**src/rtl/debounce_pkg.sv**
```systemverilog
// Shared defaults for the multi-channel switch debouncer.
// Holds the debounce limit, channel count, reset level and width helper.
package debounce_pkg;

  localparam int   DEF_DEBOUNCE_LIMIT = 250000;
  localparam int   DEF_NUM_CH         = 4;
  localparam logic DEF_RESET_STATE    = 1'b0;

  function automatic int cnt_width(input int limit);
    return $clog2(limit + 1);
  endfunction

endpackage

```
**src/rtl/debounce_channel.sv**
```systemverilog
// One debounce channel: 2-flop sync, stability counter, level, edge pulses.
// Ports: i_Clk, i_Rst_n, i_Switch (raw), o_Switch, o_Rise, o_Fall.
module debounce_channel
  import debounce_pkg::*;
#(
  parameter int   c_DEBOUNCE_LIMIT = DEF_DEBOUNCE_LIMIT,
  parameter logic RESET_STATE      = DEF_RESET_STATE
) (
  input  logic i_Clk,
  input  logic i_Rst_n,
  input  logic i_Switch,
  output logic o_Switch,
  output logic o_Rise,
  output logic o_Fall
);

  localparam int CW = cnt_width(c_DEBOUNCE_LIMIT);
  localparam logic [CW-1:0] CMAX = CW'(c_DEBOUNCE_LIMIT - 1);

  logic          sync1;
  logic          sync2;
  logic          level_q;
  logic [CW-1:0] cnt;

  always_ff @(posedge i_Clk or negedge i_Rst_n) begin
    if (!i_Rst_n) begin
      sync1    <= RESET_STATE;
      sync2    <= RESET_STATE;
      o_Switch <= RESET_STATE;
      level_q  <= RESET_STATE;
      o_Rise   <= 1'b0;
      o_Fall   <= 1'b0;
      cnt      <= '0;
    end else begin
      sync1   <= i_Switch;
      sync2   <= sync1;
      level_q <= o_Switch;
      // pulses follow the level change by one cycle
      o_Rise  <= o_Switch & ~level_q;
      o_Fall  <= ~o_Switch & level_q;
      if (sync2 == o_Switch) begin
        cnt <= '0;
      end else if (cnt == CMAX) begin
        o_Switch <= sync2;
        cnt      <= '0;
      end else begin
        cnt <= cnt + CW'(1);
      end
    end
  end

endmodule

```
**src/rtl/debouncer_multi.sv**
```systemverilog
// Multi-channel switch debouncer: NUM_CH independent channels.
// Ports: i_Clk, i_Rst_n, i_Switch, o_Switch, o_Rise, o_Fall, o_Any_Change.
module debouncer_multi
  import debounce_pkg::*;
#(
  parameter int   NUM_CH           = DEF_NUM_CH,
  parameter int   c_DEBOUNCE_LIMIT = DEF_DEBOUNCE_LIMIT,
  parameter logic RESET_STATE      = DEF_RESET_STATE
) (
  input  logic              i_Clk,
  input  logic              i_Rst_n,
  input  logic [NUM_CH-1:0] i_Switch,
  output logic [NUM_CH-1:0] o_Switch,
  output logic [NUM_CH-1:0] o_Rise,
  output logic [NUM_CH-1:0] o_Fall,
  output logic              o_Any_Change
);

  for (genvar n = 0; n < NUM_CH; n++) begin : g_ch
    debounce_channel #(
      .c_DEBOUNCE_LIMIT (c_DEBOUNCE_LIMIT),
      .RESET_STATE      (RESET_STATE)
    ) u_ch (
      .i_Clk    (i_Clk),
      .i_Rst_n  (i_Rst_n),
      .i_Switch (i_Switch[n]),
      .o_Switch (o_Switch[n]),
      .o_Rise   (o_Rise[n]),
      .o_Fall   (o_Fall[n])
    );
  end

  assign o_Any_Change = |{o_Rise, o_Fall};

endmodule

```
**config.mk**
```make
export PLATFORM = sky130hd
export DESIGN_NAME = debouncer_multi
export DESIGN_NICKNAME = d
export VERILOG_FILES = /design/src/rtl/debounce_pkg.sv /design/src/rtl/debounce_channel.sv /design/src/rtl/debouncer_multi.sv
export SDC_FILE = /design/constraint.sdc
export NUM_CORES = 1
export LEC_CHECK = 0
export CAP_MARGIN = 0
export CORE_MARGIN = 10
export CORE_UTILIZATION = 40
export CTS_BUF_LIST = sky130_fd_sc_hd__clkbuf_8 sky130_fd_sc_hd__clkbuf_16
export DETAILED_ROUTE_END_ITERATION = 8
export GPL_TIMING_DRIVEN = 0
export PLACE_DENSITY = 0.54
export RECOVER_POWER = 25
export SLEW_MARGIN = 25
export SYNTH_ARGS = -nofsm -noshare
export SYNTH_HDL_FRONTEND = slang
export SYNTH_HIERARCHICAL = 1
export SYNTH_SLANG_ARGS = --single-unit
```
**constraint.sdc**
```tcl
create_clock -name i_Clk -period 4 [get_ports i_Clk]
set_input_delay 1.2 -clock i_Clk [delete_from_list [all_inputs] [get_ports i_Clk]]
set_output_delay 1.2 -clock i_Clk [all_outputs]
set_load 0.02 [all_outputs]
```
==> flow_summary.toml, run 1 <==
[run_status]
outcome = "finished with violations"
violations = "max-capacitance violations, max-slew violations"

[setup_path]
worstPathArrival_ps = 1660
regToRegStartpoint = "g_ch[3].u_ch/cnt[0]$_DFF_PN0_"
cp-endpoint = "o_Any_Change"
worstRegToRegCells = 5
reg2reg_to = "g_ch[3].u_ch/cnt[11]$_DFF_PN0_"
crit_path_start_kind = "flip-flop"
path_class = "flip-flop to primary output"
crit_path_start = "g_ch[1].u_ch/o_Rise$_DFF_PN0_"
crit_fanout = 2
r2r_slack_ps = 1790
cp-end-kind = "primary output"
required_ps = 2800

[route]
routed_wl_um = 8464
avgRoutedWirePerCell_um = 14.25
num_vias = 3111
vias_per_cell = 5.237
drt_first_pass_iters = 4
drc_errors = 0
antenna_left = 0
drt-initial-drc-count = 159

[global_routing]
grt_pass1_wl_um = 14850
use_met1_pct = 14.69
grtUsageMet2_pct = 16.49
antenna_found_initial = 0
grt_max_degree = 63
met3_usage_pct = 2.433
grt_pass1_vias = 3074
busiest_layer = "met2"
groute.usage.overall_pct = 10.95
grt_overflow = 0

[clock_network]
clock_latency_ps = 350
cts_made_buffers = 9
root_buffer = "clkbuf_8"
cts_tree = "yes"
cts_buffer_depth = 2
postCtsHoldBufs = 0
post_cts_buffers = 0
clkTransAtPathRegs_ps = 90
cts-htree-levels = 3
post_cts_resized = 0
clock-sinks = 96

[die]
die_w_um = 125.9
core_sq_um = 10890
rows = 38
start_util_pct = 41.20
pin_count = 19
die_h_um = 125.9
die-area_sq_um = 15850

[timing]
worst_pin_slew_ps = 1897
rsz0062_at_grt = "false"
worst_slack_ps = 1141
finalHoldViolCount = 0
fmax_ghz = 0.3497
fin_skew_ps = 9.042
fin_crit_ps = 2859
setup_viol = 0
period_share_pct = 71.48
finalMaxSlewViolations = 35
max-slew-margin-rel_pct = -26.46

[synth]
ys_warn_count = 6
synth_area_sq_um = 4486
synth_seq_cells = 96
syn-num-nets = 429
syn_avg_cell_area_sq_um = 10.71
syn_inst = 419
ys_types = 27
ys_seq_area_share_pct = 53.56

[pwr]
p_total_mw = 1.744
powerDensity_nw_per_um2 = 343.7
power.leakage_nw = 2.102
vdd.ir_drop.worst_v = 0.0002064

[run]
cap_violations = 1

[placement]
pre_cts_ws_ps = 1486
numPortBuffers = 18
globalplace.congestion = 0.7847
dp_hpwl_um = 5747

[layout]
diodes = 0
syn2layout_area_growth_pct = 13.14
drive_gt1_share_pct = 10.35
nets = 459

[worst_hold_path]
hold_class = "flip-flop to flip-flop"
## layout by cell type, fill, tap and decap left out, types with 5 or more instances in the layout
master / count
nand3_1: 24
xor2_1: 20
inv_1: 10
dfrtp_1: 96
o21ai_0: 8
nor2_1: 72
clkdlybuf4s50_1: 16
xnor2_1: 40
nor4_1: 30
nand4_1: 20
nor3_1: 8
clkbuf_8: 9
clkbuf_1: 5
nand2_1: 25
nor2b_1: 8
## cell usage after synthesis
cell type,instances,area share (%)
a21oi_1,4,0.45
a21oi_2,4,0.78
and3_2,4,0.67
and4_1,4,0.78
buf_6,4,1.0
clkbuf_1,4,0.33
dfrtp_1,96,54
ha_1,4,1.1
inv_1,8,0.67
mux2_2,4,1.0
nand2_1,25,2.1
nand2b_1,4,0.56
nand3_1,24,2.7
nand3_2,4,0.89
nand4_1,20,2.8
nand4_2,4,1.1
nor2_1,72,6.0
nor2b_1,8,1.1
nor3_1,8,0.89
nor4_1,30,4.2
o21ai_0,8,0.89
o41ai_4,4,2.5
or3_1,4,0.56
or4_1,4,0.67
or4_4,4,1.0
xnor2_1,40,7.8
xor2_1,20,3.9
## state kept, by name, summed over array words and instances, names as in the netlist
name / flops
g_ch.u_ch/sync1: 4
g_ch.u_ch/level_q: 4
g_ch.u_ch/o_Switch: 4
g_ch.u_ch/sync2: 4
g_ch.u_ch/cnt: 72
g_ch.u_ch/o_Fall: 4
g_ch.u_ch/o_Rise: 4
## routing by layer
metal | wire length, um | part of all wire (%)
met1 | 4234 | 50
met2 | 3864 | 46
met3 | 248 | 2.9
met4 | 117 | 1.4
met5 | 0 | 0
## where the power goes
part,internal (mW),switching (mW)
clock network,0.348,0.333
logic,0.0236,0.0421
registers,0.983,0.0137
total,1.36,0.389
## through the flow
stage	utilization (%)	cell area, sq um	TNS (ps)	instances	hold slack [ps]
after global routing	46.61	5075	0	594	367.2
after floorplan	-	4486	0	419	331.2
after CTS	46.68	5082	0	594	359.4
after detailed placement	44.73	4870	0	578	336.3
final	46.61	5075	0	594	349.4
after global placement	44.46	4841	-183360	577	332.6
## layout make-up
| class | count | area [sq um] |
|---|---|---|
| fill | 1043 | 5813 |
| clock inverter | 7 | 88.84 |
| timing repair buffer | 19 | 201.4 |
| inverter | 8 | 30.03 |
| buffer | 8 | 60.06 |
| clock buffer | 9 | 123.9 |
| tap | 140 | 175.2 |
| multi-input combinational | 307 | 1993 |
| sequential | 96 | 2402 |
## how the worst min path moves through the flow
stage	startpoint	slack [ps]	cells past startpoint	to
6_report	g_ch[3].u_ch/sync1$_DFF_PN0_	350	0	g_ch[3].u_ch/sync2$_DFF_PN0_
5_1_grt	g_ch[0].u_ch/sync1$_DFF_PN0_	370	0	g_ch[0].u_ch/sync2$_DFF_PN0_
4_1_cts	g_ch[0].u_ch/sync1$_DFF_PN0_	360	0	g_ch[0].u_ch/sync2$_DFF_PN0_
3_5_place_dp	g_ch[0].u_ch/sync1$_DFF_PN0_	340	0	g_ch[0].u_ch/sync2$_DFF_PN0_
3_3_place_gp	g_ch[1].u_ch/sync1$_DFF_PN0_	330	0	g_ch[1].u_ch/sync2$_DFF_PN0_
2_1_floorplan	g_ch[0].u_ch/sync1$_DFF_PN0_	330	0	g_ch[0].u_ch/sync2$_DFF_PN0_
## critical path: stages, from the launching register on
cell and delay, ps:
dfrtp_1 410, nor4_1 280, nand2_1 80, clkdlybuf4s50_1 540
## cell families (layout without fill, tap and decap cells)
logic type               count (synthesis)  in the layout  share of synthesized area (%)
AO/OA/AOI/OAI                           20             20                          4.575
XOR/XNOR                                60             60                          11.72
adder cells (fa/ha/maj)                  4              4                          1.116
buffers and inverters                   16             51                          2.008
flip-flops                              96             96                          53.56
multiplexers                             4              4                          1.004
AND/OR/NAND/NOR                        219            219                          26.03
No activity file was read; power rests on OpenSTA's default activity.
==> inputs of run 2 (changes only) <==
- PLACE_DENSITY: 0.54 -> 0.57
- clock period: 4 -> 2.4 ns (I/O delays scaled with it)
==> run 2 against run 1 <==
Effect of this change:
- sequential power up 66%
- critical path depth down 2
- the run now ends clean
- sequential share of layout area about the same
- die area unchanged
- clock skew down 1.2 ps
- register-to-register slack worse by 1600 ps
- wire length down 3.6%
==> flow_summary.toml, run 2 (synthesis gave the netlist of run 1 again) <==
[worst_hold_path]
hold_class = "flip-flop to flip-flop"

[timing]
rsz0062_at_grt = "false"
max-slew-margin-rel_pct = 18.37
fin_setup_tns_ps = 0
fin_skew_ps = 7.871
fmax_ghz = 0.4506
period_share_pct = 92.46
fin_crit_ps = 2219
finalHoldViolCount = 0
worst_pin_slew_ps = 1224
setup_viol = 0
finalMaxSlewViolations = 0

[setup_path]
crit_slowest_cell = "clkdlybuf4s50_1"
reg2reg_to = "g_ch[1].u_ch/cnt[13]$_DFF_PN0_"
crit_path_start_kind = "flip-flop"
worstRegToRegCells = 5
cp.depth = 1
max_stage_delay_ps = 670
worstPathArrival_ps = 1500
crit_path_start = "g_ch[0].u_ch/o_Switch$_DFFE_PN0P_"
cp_num_buf_inv = 1
crit_fanout = 6
regToRegStartpoint = "g_ch[1].u_ch/cnt[0]$_DFF_PN0_"
cp-endpoint = "o_Switch[0]"
r2r_slack_ps = 190
required_ps = 1680
cp_cell_sequence = "clkdlybuf4s50_1"
cp-end-kind = "primary output"
crit_family = "buffers and inverters"
path_class = "flip-flop to primary output"

[route]
drc_errors = 0
antenna_left = 0
avgRoutedWirePerCell_um = 13.76
routed_wl_um = 8158
drt_first_pass_iters = 4
vias_per_cell = 5.209
drt-initial-drc-count = 155
num_vias = 3089

[clock_network]
clock-sinks = 96
post_cts_buffers = 0
cts_made_buffers = 9
root_buffer = "clkbuf_8"
clkTransAtPathRegs_ps = 90
cts_tree = "yes"
cts_buffer_depth = 2
clock_latency_ps = 350
postCtsHoldBufs = 0
cts-htree-levels = 3

[layout]
fillers = 1005
final_common_cell = "dfrtp_1"
drive_gt1_share_pct = 10.60
diodes = 0
nets = 459
top_register = "g_ch.u_ch/cnt"
mostFrequentLayoutCells = "dfrtp_1, nor2_1, xnor2_1"
largest_reg_flops = 72
fin_util_pct = 46.59
syn2layout_area_growth_pct = 13.08

[global_routing]
grt_overflow = 0
grt_pass1_vias = 3138
grt_pass1_wl_um = 14720
antenna_found_initial = 0
grt_max_degree = 51
groute.usage.overall_pct = 10.85

[pwr]
comb_power_share_pct = 3.8
clkPwrFrac_pct = 38.1
power.leakage_nw = 2.117
vdd.ir_drop.worst_v = 0.0004237
swShare_pct = 21.82
powerDensity_nw_per_um2 = 564.1
pwr-share-seq_pct = 58.1
power.internal_mw = 2.237
p_switching_uw = 624.2

[die]
pin_count = 19
die_w_um = 125.9
core_sq_um = 10890
rows = 38
start_util_pct = 41.20
die_h_um = 125.9
die-area_sq_um = 15850

[placement]
numPortBuffers = 18
globalplace.congestion = 0.7937
dp_hpwl_um = 5634

[run_status]
outcome = "completed"

[run]
cap_violations = 0
## run 2: changes by cell type in the layout (fill, tap and decap cells not counted)
cell,before,now
clkbuf_8,9,12
bufinv_16,2,1
clkbuf_1,5,4
clkbuf_2,0,1
clkinv_2,1,0
clkinv_4,1,0
dlygate4sd3_1,1,0
dlymetal6s2s_1,0,1
inv_1,10,9
## run 2: final cells by class
cell class	count	area (sq um)	share of cell area, %
buffer	8	60.06	1.184
clock buffer	12	165.2	3.256
clock inverter	3	41.29	0.8140
inverter	8	30.03	0.5920
multi-input combinational	307	1993	39.29
sequential	96	2402	47.36
tap	140	175.2	3.453
timing repair buffer	19	205.2	4.045
## run 2: layer usage
metal	part of all wire (%)	global-route usage, %	up-vias
li1	-	-	1537
met1	49	13.95	1516
met2	46	16.98	30
met3	3.9	3.817	6
met4	0.93	2.880	0
met5	0	0	-
## run 2: how the worst min path moves through the flow
stage / start / to / slack (ps) / cells after the start
4_1_cts: i_Rst_n / g_ch[3].u_ch/cnt[16]$_DFF_PN0_ / 290 / 1
3_3_place_gp: g_ch[3].u_ch/sync1$_DFF_PN0_ / g_ch[3].u_ch/sync2$_DFF_PN0_ / 330 / 0
2_1_floorplan: g_ch[0].u_ch/sync1$_DFF_PN0_ / g_ch[0].u_ch/sync2$_DFF_PN0_ / 330 / 0
3_5_place_dp: g_ch[0].u_ch/sync1$_DFF_PN0_ / g_ch[0].u_ch/sync2$_DFF_PN0_ / 340 / 0
5_1_grt: g_ch[2].u_ch/sync1$_DFF_PN0_ / g_ch[2].u_ch/sync2$_DFF_PN0_ / 360 / 0
6_report: g_ch[0].u_ch/sync1$_DFF_PN0_ / g_ch[0].u_ch/sync2$_DFF_PN0_ / 350 / 0
## run 2: timing repair
action | in CTS | in global routing
hold endpoints to repair | 0 | 0
endpoints found under the setup margin | 0 | 7
resized for setup | 0 | 1
## run 2: power groups by stage
stage          logic [mW]  registers (mW)  clock network, mW
3_5_place_dp        0.116            1.69                  0
3_3_place_gp        0.109            1.69                  0
4_1_cts             0.116            1.66               1.14
6_report            0.110            1.66               1.09
5_1_grt             0.129            1.67               1.20
2_1_floorplan      0.0560            1.69                  0
## run 2: through the flow
step / std cells / setup WS [ps] / area (sq um) / power (mW) / hold WS [ps]
floorplan: 419 / 588.2 / 4486 / 1.745 / 331.2
global placement: 577 / -3027 / 4841 / 1.802 / 332.7
detailed placement: 578 / 126.9 / 4870 / 1.810 / 337.1
CTS: 593 / 15.66 / 5076 / 2.918 / 287.6
global route: 593 / 0.6151 / 5072 / 2.993 / 364.4
finish: 593 / 180.9 / 5072 / 2.861 / 354.7
==> inputs of run 3 (changes only) <==
- CORE_UTILIZATION: 40 -> 54
- PLACE_DENSITY: 0.57 -> 0.73
==> run 3 against run 2 <==
Effect of this change:
- the flow now finishes with violations (max-capacitance violations, max-slew violations)
- core utilization rose by 16 points
- final area barely moved
- non-clock buffer count did not move
- clock skew rose by 1.6 ps
- count of clock-buffer cells in the layout fell by 1
- worst setup slack improved by 3.6 ps
- die area fell by 22%
- highest routed layer unchanged
- wire length fell by 0.56%
- maximum frequency rose by 0.16%
- global-route usage rose by 2.8 points
- sequential share of layout area barely moved
- clock power rose by 18%
==> flow_summary.toml, run 3 (synthesis gave the netlist of run 1 again) <==
[pwr]
clkPwrFrac_pct = 42.2
power.internal_mw = 2.429
vdd.ir_drop.worst_v = 0.0004021
pwr-share-seq_pct = 54.2
powerDensity_nw_per_um2 = 603.8
p_total_mw = 3.065
p_switching_uw = 635.9
swShare_pct = 20.75
comb_power_share_pct = 3.6
power.leakage_nw = 2.130

[setup_path]
worstRegToRegCells = 5
worstPathArrival_ps = 1500
cp_cell_sequence = "clkdlybuf4s50_1"
path_class = "flip-flop to primary output"
cp.depth = 1
crit_slowest_cell = "clkdlybuf4s50_1"
cp-end-kind = "primary output"
required_ps = 1680
cp_num_buf_inv = 1
max_stage_delay_ps = 650
crit_family = "buffers and inverters"
crit_path_start_kind = "flip-flop"
crit_fanout = 6

[clock_network]
cts-htree-levels = 3
cts_tree = "yes"
clock-sinks = 96
clock_latency_ps = 350
clkTransAtPathRegs_ps = 100
cts_made_buffers = 9
cts_buffer_depth = 2
root_buffer = "clkbuf_8"

[timing]
fin_setup_tns_ps = 0
worst_pin_slew_ps = 1661
finalHoldViolCount = 0
max-slew-margin-rel_pct = -10.70
fin_crit_ps = 2215
rsz0062_at_grt = "false"
setup_viol = 0
fin_skew_ps = 9.504
period_share_pct = 92.31
whs_ps = 351.5
fmax_ghz = 0.4514
finalMaxSlewViolations = 38

[route]
avgRoutedWirePerCell_um = 14.51
drt_first_pass_iters = 4
routed_wl_um = 8112
drc_errors = 0
vias_per_cell = 5.624
drt-initial-drc-count = 118
num_vias = 3144
antenna_left = 0

[run_status]
outcome = "finished with violations"
violations = "max-capacitance violations, max-slew violations"

[layout]
largest_reg_flops = 72
seqCellArea_sq_um = 2402
fillers = 674
drive_gt1_share_pct = 10.57
diodes = 0
final_common_cell = "dfrtp_1"
nets = 459
syn2layout_area_growth_pct = 13.17
multi_input_area_sq_um = 1993
fin_util_pct = 62.41
mostFrequentLayoutCells = "dfrtp_1, nor2_1, xnor2_1"
top_register = "g_ch.u_ch/cnt"
instances_no_fill = 559

[global_routing]
antenna_found_initial = 0
grt_max_degree = 60
busiest_layer = "met2"
grt_pass1_wl_um = 14550
grt_pass1_vias = 3196
met3_usage_pct = 3.734
grtUsageMet2_pct = 20.83
groute.usage.overall_pct = 13.66
use_met1_pct = 17.69
grt_overflow = 0

[worst_hold_path]
hold_class = "flip-flop to flip-flop"
hold_depth = 0

[die]
die_h_um = 111.1
pin_count = 19
start_util_pct = 55.15
die-area_sq_um = 12350
rows = 33
die_w_um = 111.1
core_sq_um = 8134

[placement]
dp_hpwl_um = 5455
numPortBuffers = 18
dp_cells = 543
globalplace.congestion = 0.8163

[run]
cap_violations = 1
[run 3: changes by cell type in the layout (fill, tap and decap cells not counted), sizes merged]
cell,before,now
dlygate4sd2,0,2
inv,9,10
clkinvlp,1,0
dlymetal6s2s,1,0
bufinv,1,3
clkbuf,17,15
[run 3: path summary, 6_finish.rpt]
kind	startpoint	endpoint	slack (ps)
max	g_ch[3].u_ch/o_Switch$_DFFE_PN0P_	o_Switch[3]	180
min	g_ch[0].u_ch/sync1$_DFF_PN0_	g_ch[0].u_ch/sync2$_DFF_PN0_	350
max reg2reg	g_ch[2].u_ch/cnt[0]$_DFF_PN0_	g_ch[2].u_ch/cnt[9]$_DFF_PN0_	230
min reg2reg	g_ch[0].u_ch/sync1$_DFF_PN0_	g_ch[0].u_ch/sync2$_DFF_PN0_	350
max in group asynchronous	i_Rst_n	g_ch[0].u_ch/cnt[12]$_DFF_PN0_	470
min in group asynchronous	i_Rst_n	g_ch[3].u_ch/cnt[12]$_DFF_PN0_	910
[run 3: repair_timing]
action / 4_1_cts / 5_1_grt
hold buffers: 0 / 0
endpoints found under the setup margin: 1 / 0
gates resized for setup: 1 / 0
buffers inserted: 0 / 0
[run 3: layout make-up]
cell class / instances / share of cell area (%)
Buffer: 8 / 1.183
Clock buffer: 11 / 2.982
Clock inverter: 5 / 2.021
Inverter: 8 / 0.5916
Multi-Input combinational cell: 307 / 39.27
Sequential cell: 96 / 47.33
Tap cell: 105 / 2.588
Timing Repair Buffer: 19 / 4.042
[run 3: routing by layer]
metal	wire [um]	up-vias
li1	-	1541
met5	0	-
met2	3765	52
met1	3873	1538
met4	146	0
met3	326	13
[run 3: power groups by stage]
stage | clock, mW | sequential (mW) | combinational [mW]
final | 1.29 | 1.66 | 0.110
after global routing | 1.40 | 1.67 | 0.127
after CTS | 1.32 | 1.66 | 0.115
after detailed placement | 0 | 1.69 | 0.114
after global placement | 0 | 1.69 | 0.106
after floorplan | 0 | 1.69 | 0.0560
[run 3: through the flow]
| step | worst slack, ps | cell area (sq um) |
|---|---|---|
| floorplan | 588.2 | 4486 |
| global placement | -2851 | 4797 |
| detailed placement | 218.4 | 4826 |
| CTS | 161.6 | 5079 |
| global route | 64.94 | 5076 |
| finish | 184.5 | 5076 |
